[src/rtl/mailbox_pkg.sv]
`default_nettype none
// ============================================================================
// Module   : mailbox_pkg
// Brief    : Shared mailbox constants, FSM state type and slot address helper.
// Revision : 1.0
// ============================================================================
package mailbox_pkg;

    localparam int MBX_SLOTS    = 16;
    localparam int MBX_ADDR_W   = 5;
    localparam int MBX_FLAG_BIT = 4;

    typedef enum logic [1:0] {
        SCAN = 2'd0,
        READ = 2'd1,
        HOLD = 2'd2
    } mbx_state_e;

    // Flag words live in the upper half of the address space.
    function automatic logic [MBX_ADDR_W-1:0] mbx_addr(input logic is_flag,
                                                       input logic [3:0] slot);
        logic [MBX_ADDR_W-1:0] a;
        a               = '0;
        a[3:0]          = slot;
        a[MBX_FLAG_BIT] = is_flag;
        return a;
    endfunction

endpackage
`default_nettype wire

[src/rtl/mailbox_ctrl_if.sv]
`default_nettype none
// ============================================================================
// Module   : mailbox_ctrl_if
// Brief    : Mailbox slave-port bus plus receive and post streams.
// Revision : 1.0
// ============================================================================
interface mailbox_ctrl_if;
    import mailbox_pkg::*;

    logic [MBX_ADDR_W-1:0] mbx_address;
    logic                  mbx_read;
    logic                  mbx_write;
    logic [31:0]           mbx_writedata;
    logic [31:0]           mbx_readdata;

    logic                  out_valid;
    logic                  out_ready;
    logic [3:0]            out_index;
    logic [31:0]           out_data;

    logic                  in_valid;
    logic                  in_ready;
    logic [3:0]            in_index;
    logic [31:0]           in_data;

    logic                  drop_err;

    modport master (
        output mbx_address, mbx_read, mbx_write, mbx_writedata,
        input  mbx_readdata,
        output out_valid, out_index, out_data,
        input  out_ready,
        input  in_valid, in_index, in_data,
        output in_ready, drop_err
    );

    modport slave (
        input  mbx_address, mbx_read, mbx_write, mbx_writedata,
        output mbx_readdata,
        input  out_valid, out_index, out_data,
        output out_ready,
        output in_valid, in_index, in_data,
        input  in_ready, drop_err
    );

endinterface
`default_nettype wire

[src/rtl/mailbox_ctrl.sv]
`default_nettype none
// ============================================================================
// Module   : mailbox_ctrl
// Brief    : Polls inbound mailbox slots into a stream, posts outbound words.
// Revision : 1.0
// ============================================================================
module mailbox_ctrl
    import mailbox_pkg::*;
#(
    parameter int                   NUM_SLOTS = MBX_SLOTS,
    parameter logic [NUM_SLOTS-1:0] RX_MASK   = 16'h00FF
) (
    input  wire logic       clk,
    input  wire logic       reset,
    mailbox_ctrl_if.master  bus
);

    localparam logic [3:0] C_LAST_SLOT = 4'(NUM_SLOTS - 1);

    mbx_state_e            state_q, state_d;
    logic [3:0]            slot_q, slot_d;
    logic                  write_last_q, write_last_d;
    logic                  out_valid_q, out_valid_d;
    logic [3:0]            out_index_q, out_index_d;
    logic [31:0]           out_data_q, out_data_d;
    logic                  drop_err_q, drop_err_d;

    logic                  w_post;
    logic [3:0]            w_slot_next;
    logic [MBX_ADDR_W-1:0] w_addr;
    logic                  w_read;
    logic                  w_write;
    logic [31:0]           w_wdata;
    logic                  w_in_ready;

    assign w_slot_next = (slot_q == C_LAST_SLOT) ? 4'd0 : slot_q + 4'd1;
    // HOLD leaves the port idle, so it can take a post every cycle.
    assign w_post = bus.in_valid &&
                    (((state_q == SCAN) && !write_last_q) || (state_q == HOLD));

    always_ff @(posedge clk or posedge reset) begin
        if (reset) begin
            state_q      <= SCAN;
            slot_q       <= '0;
            write_last_q <= 1'b0;
            out_valid_q  <= 1'b0;
            out_index_q  <= '0;
            out_data_q   <= '0;
            drop_err_q   <= 1'b0;
        end else begin
            state_q      <= state_d;
            slot_q       <= slot_d;
            write_last_q <= write_last_d;
            out_valid_q  <= out_valid_d;
            out_index_q  <= out_index_d;
            out_data_q   <= out_data_d;
            drop_err_q   <= drop_err_d;
        end
    end

    always_comb begin
        state_d      = state_q;
        slot_d       = slot_q;
        write_last_d = write_last_q;
        out_valid_d  = out_valid_q;
        out_index_d  = out_index_q;
        out_data_d   = out_data_q;
        drop_err_d   = 1'b0;
        w_addr       = '0;
        w_read       = 1'b0;
        w_write      = 1'b0;
        w_wdata      = '0;
        w_in_ready   = 1'b0;

        if (w_post) begin
            w_in_ready   = 1'b1;
            write_last_d = 1'b1;
            if (RX_MASK[bus.in_index]) begin
                drop_err_d = 1'b1;
            end else begin
                w_write = 1'b1;
                w_addr  = mbx_addr(1'b0, bus.in_index);
                w_wdata = bus.in_data;
            end
        end

        case (state_q)
            SCAN: begin
                if (!w_post) begin
                    w_addr       = mbx_addr(1'b1, slot_q);
                    write_last_d = 1'b0;
                    if (bus.mbx_readdata[0] && RX_MASK[slot_q]) begin
                        state_d = READ;
                    end else begin
                        slot_d = w_slot_next;
                    end
                end
            end
            READ: begin
                w_addr      = mbx_addr(1'b0, slot_q);
                w_read      = 1'b1;
                out_data_d  = bus.mbx_readdata;
                out_index_d = slot_q;
                out_valid_d = 1'b1;
                state_d     = HOLD;
            end
            HOLD: begin
                if (bus.out_ready) begin
                    out_valid_d = 1'b0;
                    slot_d      = w_slot_next;
                    state_d     = SCAN;
                end
            end
            default: state_d = SCAN;
        endcase
    end

    assign bus.mbx_address   = reset ? '0 : w_addr;
    assign bus.mbx_read      = w_read && !reset;
    assign bus.mbx_write     = w_write && !reset;
    assign bus.mbx_writedata = reset ? '0 : w_wdata;
    assign bus.in_ready      = w_in_ready && !reset;

    assign bus.out_valid     = out_valid_q;
    assign bus.out_index     = out_index_q;
    assign bus.out_data      = out_data_q;
    assign bus.drop_err      = drop_err_q;

endmodule
`default_nettype wire

[src/flat_wrapper.sv]
// flat-port wrapper written by rule: the top's interface ports become plain ports
module mailbox_ctrl_flat import mailbox_pkg::*;
#(
    parameter int                   NUM_SLOTS = MBX_SLOTS,
    parameter logic [NUM_SLOTS-1:0] RX_MASK   = 16'h00FF
)
  (clk, reset, bus_mbx_address, bus_mbx_read, bus_mbx_write, bus_mbx_writedata, bus_mbx_readdata, bus_out_valid, bus_out_index, bus_out_data, bus_out_ready, bus_in_valid, bus_in_index, bus_in_data, bus_in_ready, bus_drop_err);
  mailbox_ctrl_if bus_i ();
  input  wire logic clk;
  input  wire logic reset;
  output wire logic [$bits(bus_i.mbx_address)-1:0] bus_mbx_address;
  output wire logic [$bits(bus_i.mbx_read)-1:0] bus_mbx_read;
  output wire logic [$bits(bus_i.mbx_write)-1:0] bus_mbx_write;
  output wire logic [$bits(bus_i.mbx_writedata)-1:0] bus_mbx_writedata;
  input wire logic [$bits(bus_i.mbx_readdata)-1:0] bus_mbx_readdata;
  output wire logic [$bits(bus_i.out_valid)-1:0] bus_out_valid;
  output wire logic [$bits(bus_i.out_index)-1:0] bus_out_index;
  output wire logic [$bits(bus_i.out_data)-1:0] bus_out_data;
  input wire logic [$bits(bus_i.out_ready)-1:0] bus_out_ready;
  input wire logic [$bits(bus_i.in_valid)-1:0] bus_in_valid;
  input wire logic [$bits(bus_i.in_index)-1:0] bus_in_index;
  input wire logic [$bits(bus_i.in_data)-1:0] bus_in_data;
  output wire logic [$bits(bus_i.in_ready)-1:0] bus_in_ready;
  output wire logic [$bits(bus_i.drop_err)-1:0] bus_drop_err;
  assign bus_mbx_address = bus_i.mbx_address;
  assign bus_mbx_read = bus_i.mbx_read;
  assign bus_mbx_write = bus_i.mbx_write;
  assign bus_mbx_writedata = bus_i.mbx_writedata;
  assign bus_i.mbx_readdata = bus_mbx_readdata;
  assign bus_out_valid = bus_i.out_valid;
  assign bus_out_index = bus_i.out_index;
  assign bus_out_data = bus_i.out_data;
  assign bus_i.out_ready = bus_out_ready;
  assign bus_i.in_valid = bus_in_valid;
  assign bus_i.in_index = bus_in_index;
  assign bus_i.in_data = bus_in_data;
  assign bus_in_ready = bus_i.in_ready;
  assign bus_drop_err = bus_i.drop_err;
  mailbox_ctrl #(.NUM_SLOTS(NUM_SLOTS), .RX_MASK(RX_MASK)) u_core (.clk(clk), .reset(reset), .bus(bus_i));
endmodule
[config.mk]
export PLATFORM = sky130hd
export DESIGN_NAME = mailbox_ctrl_flat
export DESIGN_NICKNAME = d
export VERILOG_FILES = /design/src/rtl/mailbox_pkg.sv /design/src/rtl/mailbox_ctrl_if.sv /design/src/rtl/mailbox_ctrl.sv /design/src/flat_wrapper.sv
export SDC_FILE = /design/constraint.sdc
export NUM_CORES = 1
export LEC_CHECK = 0
export BUFFER_PORTS_ARGS = -buffer_cell sky130_fd_sc_hd__buf_4
export CAP_MARGIN = 20
export CORE_ASPECT_RATIO = 0.6
export CORE_MARGIN = 2
export CORE_UTILIZATION = 44
export CTS_CLUSTER_DIAMETER = 40
export CTS_CLUSTER_SIZE = 40
export DETAILED_ROUTE_END_ITERATION = 7
export PLACE_DENSITY = 0.85
export SYNTH_ARGS = -nofsm -noshare
export SYNTH_HDL_FRONTEND = slang
export SYNTH_SLANG_ARGS = --single-unit
[constraint.sdc]
create_clock -name clk -period 2.8 [get_ports clk]
set_input_delay 0.56 -clock clk [delete_from_list [all_inputs] [get_ports clk]]
set_output_delay 0.56 -clock clk [all_outputs]
set_load 0.03 [all_outputs]
## Word level (Yosys, flattened, before mapping)

Memory sizes are Yosys's and may differ from the RTL's.
Cells that the tools add are included.

| cells by class | value |
|---|---|
| add/subtract/negate cells | 1 |
| $mul | 0 |
| divide/modulo/power cells | 0 |
| order comparisons | 2 |
| equality and inequality tests | 7 |
| shift-type cells | 0 |
| mux-type cells | 30 |
| bitwise operators | 0 |
| reductions and logical operators | 15 |

Operators with widths:

| cell | count |
|---|---|
| 2-to-1 mux 32 bit | 3 |
| 2-to-1 mux 4 bit | 5 |
| 2-to-1 mux 5 bit | 3 |
| 2-to-1 mux 1 bit | 12 |
| less-than comparator 4 x 5 -> 1 bit (second input constant) | 2 |
| case mux 5 bit (2 select lines) | 1 |
| inequality test 2 bit (second input constant) | 4 |
| case mux 4 bit (2 select lines) | 1 |
| logical AND 1 bit | 6 |
| 2-to-1 mux 2 bit | 3 |
| case mux 2 bit (3 select lines) | 1 |
| adder 4 x 1 -> 4 bit (second input constant) | 1 |
| == test 4 bit (second input constant) | 1 |
| AND reduction 4 bit | 1 |
| nonzero test 2 bit | 2 |
| AND reduction 3 bit | 1 |
| == test 2 x 1 -> 1 bit (second input constant) | 1 |
| == test 2 bit (second input constant) | 1 |
| logical NOT 1 bit | 2 |
| logical NOT 2 bit | 1 |
| case mux 1 bit (2 select lines) | 1 |
| AND reduction 2 bit | 1 |
| logical OR 1 bit | 1 |

| storage, ports and cells | value |
|---|---|
| register bits | 45 |
| latch bits | 0 |
| RAM bits | 0 |
| bits in read-only memories | 32 |
| bits of input ports | 72 |
| output and inout port bits | 78 |
| word-level logic and storage cells | 64 |
| memories kept | 2 |

Memories:

| memory | words | width | read ports | clocked after Yosys merged registers in | write ports | RTL line | text |
|---|---|---|---|---|---|---|---|
| (name not given) | 16 | 1 | 1 | 0 | 0 | mailbox_ctrl.sv:78 | `if (RX_MASK[bus.in_index]) begin` |
| (name not given) | 16 | 1 | 1 | 0 | 0 | mailbox_ctrl.sv:92 | `if (bus.mbx_readdata[0] && RX_MASK[slot_q]) begin` |

## Longest topological paths before layout

| logic depth | value |
|---|---|
| depth in word-level cells | 8 |
| mapped depth | 6 |
| depth with buffers taken out | 5 |

## Least setup slack after synthesis

Ideal clock, no wire load.

| timing path | value |
|---|---|
| path type | input to output |
| from | input bus_in_valid |
| to | output bus_mbx_address[3] |
| data arrival time | 1.432 ns |
| required time | 2.240 ns |
| slack | 0.808 ns |
| cell stages on the path | 4 |
| buffers on the path | 0 |
| path through | nand2b_1 > nor2_1 > o32a_2 > nor2_1 |

| between the ends | value |
|---|---|
| cells in the longest elaborated chain, start to end | 5 |

Ends and longest elaborated chain:

| item | RTL line | text |
|---|---|---|
| from (decl) | flat_wrapper.sv:20 | `input wire logic [$bits(bus_i.in_valid)-1:0] bus_in_valid;` |
| logical AND 1 bit (*) | mailbox_ctrl.sv:38 | `assign w_post = bus.in_valid &&` |
| 2-to-1 mux 5 bit | mailbox_ctrl.sv:75 | `if (w_post) begin` |
| 2-to-1 mux 5 bit | mailbox_ctrl.sv:89 | `if (!w_post) begin` |
| case mux 5 bit (2 select lines) (*) | mailbox_ctrl.sv:87 | `case (state_q)` |
| 2-to-1 mux 5 bit (*) | mailbox_ctrl.sv:118 | `assign bus.mbx_address = reset ? '0 : w_addr;` |
| to (decl) | flat_wrapper.sv:11 | `output wire logic [$bits(bus_i.mbx_address)-1:0] bus_mbx_address;` |

Every way passes the cells marked *; elsewhere a longest branch is shown, timed or not.

## Final worst setup path

| timing path | value |
|---|---|
| from | register u_core.state_q[1] |
| to | output bus_mbx_writedata[15] |

| between the ends | value |
|---|---|
| cells in the longest elaborated chain, start to end | 6 |
| elaborated cells between the ends (all ways) | 7 |
| those cells by class | eq/ne (1); mux (2); reduce/logical (4) |

Ends and longest elaborated chain:

| item | RTL line | text |
|---|---|---|
| from (decl) | mailbox_ctrl.sv:20 | `mbx_state_e state_q, state_d;` |
| from (signal assigned) | mailbox_ctrl.sv:51 | `state_q <= state_d;` |
| logical NOT 2 bit | mailbox_ctrl.sv:39 | `(((state_q == SCAN) && !write_last_q) \|\| (state_q == HOLD));` |
| logical AND 1 bit | mailbox_ctrl.sv:39 |  |
| logical OR 1 bit (*) | mailbox_ctrl.sv:39 |  |
| logical AND 1 bit (*) | mailbox_ctrl.sv:38 |  |
| 2-to-1 mux 32 bit (*) | mailbox_ctrl.sv:75 |  |
| 2-to-1 mux 32 bit (*) | mailbox_ctrl.sv:121 | `assign bus.mbx_writedata = reset ? '0 : w_wdata;` |
| to (decl) | flat_wrapper.sv:14 | `output wire logic [$bits(bus_i.mbx_writedata)-1:0] bus_mbx_writedata;` |

Marks and branches as above.

==> key figures <==
Power and ir drop
  – Total power draw: 0.00366 W
  – Internal power: 0.00213 W
  – LEAKAGE: 1.73 nW
  – Sequential power share: 32.6%
  – Switching Fraction: 41.7%
  – Clk pwr share: 12.4%
  – Switching pwr: 0.00153 W
  – Comb pwr share: 55.0%
  – Peak VDD IR: 0.710 mV
  – Power per Cell Area: 1090 mW/mm^2

STA
  – Worst hold-check slack: 0.418 ns
  – Unrepaired setup endpoints after global routing: false
  – Fmax: 407 MHz
  – Fin crit share: 87.8%
  – Worst-margin pin slew: 0.903 ns
  – Slew margin rel.: 39.7%
  – Crit path setup slack, layout: 0.342 ns
  – Max-slew violations: 0
  – Final min period: 2.46 ns
  – Clock Skews: 0.00573 ns
  – Final hold violation count: 0
  – Final setup fails: 0
  – TNS Setup: 0 ns

Logic synthesis
  – Mean post-synth cell area: 12.6 sq um
  – Unique masters post-synth: 26
  – Synthesized flop and latch total: 45
  – Mapped Cells: 168
  – Yosys warns: 0
  – Post-synth top area cell: dfrtp_1
  – Cell Area, Synth: 0.00212 sq mm
  – Syn nets: 241
  – Top cell type's share of synthesized area: 53.0%
  – Sequential share of the synthesized area: 53.0%
  – Top post-synthesis cells by area: dfrtp_1 53%, mux2_2 20%, and2_1 5.9%

Route
  – WL final: 5420 um
  – 1st-iter DRT viols: 57
  – DRT Pass-1 Iters: 4
  – DRC errors left: 0
  – ANT nets after route: 0
  – Wire length per cell: 14.3 um
  – DR vias/cell: 4.61
  – Via count: 1749

Min path
  – Hold Crit Class: input pin to flip-flop
  – Hold Crit Depth: 2
  – Hold path start: bus_in_index[3]
  – Hold Path End: u_core.bus.drop_err$_DFF_PP0_

Clock network
  – Post CTS Setup Buffer Count: 0
  – Worst-path clk slew: 0.08 ns
  – Num Clock Sinks: 45
  – H-tree levels: 2
  – Root Buffer: clkbuf_8
  – CTS resizes: 0
  – CTS hold repair buffers: 0
  – Clk buf depth: 2
  – Worst skew pair latency: 0.29 ns
  – Num CTS Buffers: 5
  – TritonCTS clock tree: done

Setup path
  – Critical path's top delay family: simple AND/OR/NAND/NOR gates
  – WP buf/inv: 2
  – Critical path, cell by cell: nand2b_4 > nand3b_4 > nor3_4 > buf_4 > and2_1 > buf_4
  – Critical path endpoint category: output port
  – Worst-path maximum fanout: 36
  – Worst path arrival time: 1.90 ns
  – CP Launch Type: flip-flop
  – R2R Setup Slk: 1.23 ns
  – Critical R2R Launch: u_core.state_q[1]$_DFFE_PP0P_
  – Critical Path RT: 2.24 ns
  – Max incr delay on CP: 0.52 ns
  – Critical path type: flip-flop to output port
  – R2R Path End: u_core.bus.out_index[0]$_DFFE_PP0N_
  – CP dominant cell by count: buf_4
  – Max stage delay cell, worst path: dfrtp_1
  – R2R depth: 2

Cells and area
  – Layout cells sized above 1: 68.7%
  – Final instance area: 0.00336 sq mm
  – Area Growth Syn to Fin: 58.1%
  – Fin nets: 389
  – Commonest cells after routing, fill and taps aside: 150 x buf_4, 45 x dfrtp_1, 37 x mux2_2
  – Most common cell after layout, fill and taps aside: buf_4
  – Number of diodes: 0

Placement
  – IO Port Bufs: 149
  – Final GP Congestion: 0.706
  – Hpwl dp: 4300 um
  – Pre-CTS setup slack: 0.626 ns
  – Area after DPL: 0.00325 sq mm

Global route
  – Antenna violations before repair: 0
  – Global-route wire length before repair: 8070 um
  – Total grt overflow: 0
  – Number of global-route vias before repair: 1664
  – All-Layer GR Usage: 19.5%
  – Pin count of the biggest net entering global routing: 46

Die
  – Die Span Y: 57.8 um
  – Core area: 0.00461 sq mm
  – Initial Util: 46.1%
  – I/O pins: 150
  – DIE AREA: 0.00542 sq mm
  – Row Count: 19
  – Die X: 93.7 um

Status
  – Status: finished, final reports clean

Job
  – Total of max-cap violations: 0
[routing by layer]
layer / part of all wire [%] / GRT usage [%]
met2: 48 / 31.0
met1: 45 / 26.8
met4: 0.61 / 4.97
met3: 6.8 / 5.59
met5: 0 / 0
[sequential cells by signal, indices dropped and copies added, names as in the netlist]
signal	count
u_core.bus.out_valid	1
u_core.state_q	2
u_core.bus.out_data	32
u_core.slot_q	4
u_core.bus.drop_err	1
u_core.bus.out_index	4
u_core.write_last_q	1
[worst max-delay path by stage]
stage | slack [ns] | startpoint | cells past startpoint | endpoint
after global routing | 0.24 | u_core.state_q[1]$_DFFE_PP0P_ | 6 | bus_mbx_writedata[15]
after global placement | 0.66 | bus_in_valid | 6 | bus_mbx_address[2]
after detailed placement | 0.63 | bus_in_valid | 6 | bus_mbx_address[2]
final | 0.34 | u_core.state_q[1]$_DFFE_PP0P_ | 6 | bus_mbx_writedata[15]
after CTS | 0.34 | u_core.state_q[1]$_DFFE_PP0P_ | 6 | bus_mbx_writedata[15]
after floorplan | 0.81 | bus_in_valid | 4 | bus_mbx_address[3]
[metrics by stage]
stage          utilization, %  cells
2_1_floorplan               -    168
3_3_place_gp             70.6    372
3_5_place_dp             70.6    372
4_1_cts                  72.8    379
5_1_grt                  72.8    379
6_report                 72.8    379
[worst register-to-register path: stages (launching register included)]
cell and delay (ns):
dfrtp_1 0.52, nand2b_4 0.53, mux2_2 0.41
[cell usage after synthesis, drive strengths merged]
cell    number
dfrtp       45
mux2        37
and2        32
buf          9
nor2         9
nand2        6
o21ai        5
inv          4
nand2b       4
a22o         3
a21oi        2
nand3        2
nor3         2
a21o         1
a31o         1
a31oi        1
ha           1
nand3b       1
o31ai        1
o32a         1
xnor2        1
[cell families after synthesis]
logic type,after synthesis,share of synthesized area (%)
compound gates,15,5.07
xor+xnor,1,0.412
fa+ha+maj,1,0.589
buf+inv,13,4.24
flops,45,53.0
mux,37,19.6
simple gates,56,17.1
[layout make-up]
class / instances / area [sq um]
tap: 63 / 78.8
fill: 323 / 1250
multi-input combinational: 110 / 908
timing repair buffer: 150 / 1130
inverter: 4 / 15.0
clock buffer: 5 / 68.8
sequential: 45 / 1130
clock inverter: 2 / 35.0
[power by group through the flow]
stage	Clock [W]	Sequential, W	Combinational, W
floorplan	0	0.00171	0.000799
global placement	0	0.00119	0.00199
detailed placement	0	0.00121	0.00203
CTS	0.000471	0.00119	0.00204
global route	0.000501	0.00124	0.00213
finish	0.000455	0.00119	0.00201
Note: power is estimated with default switching activity, not from simulation.
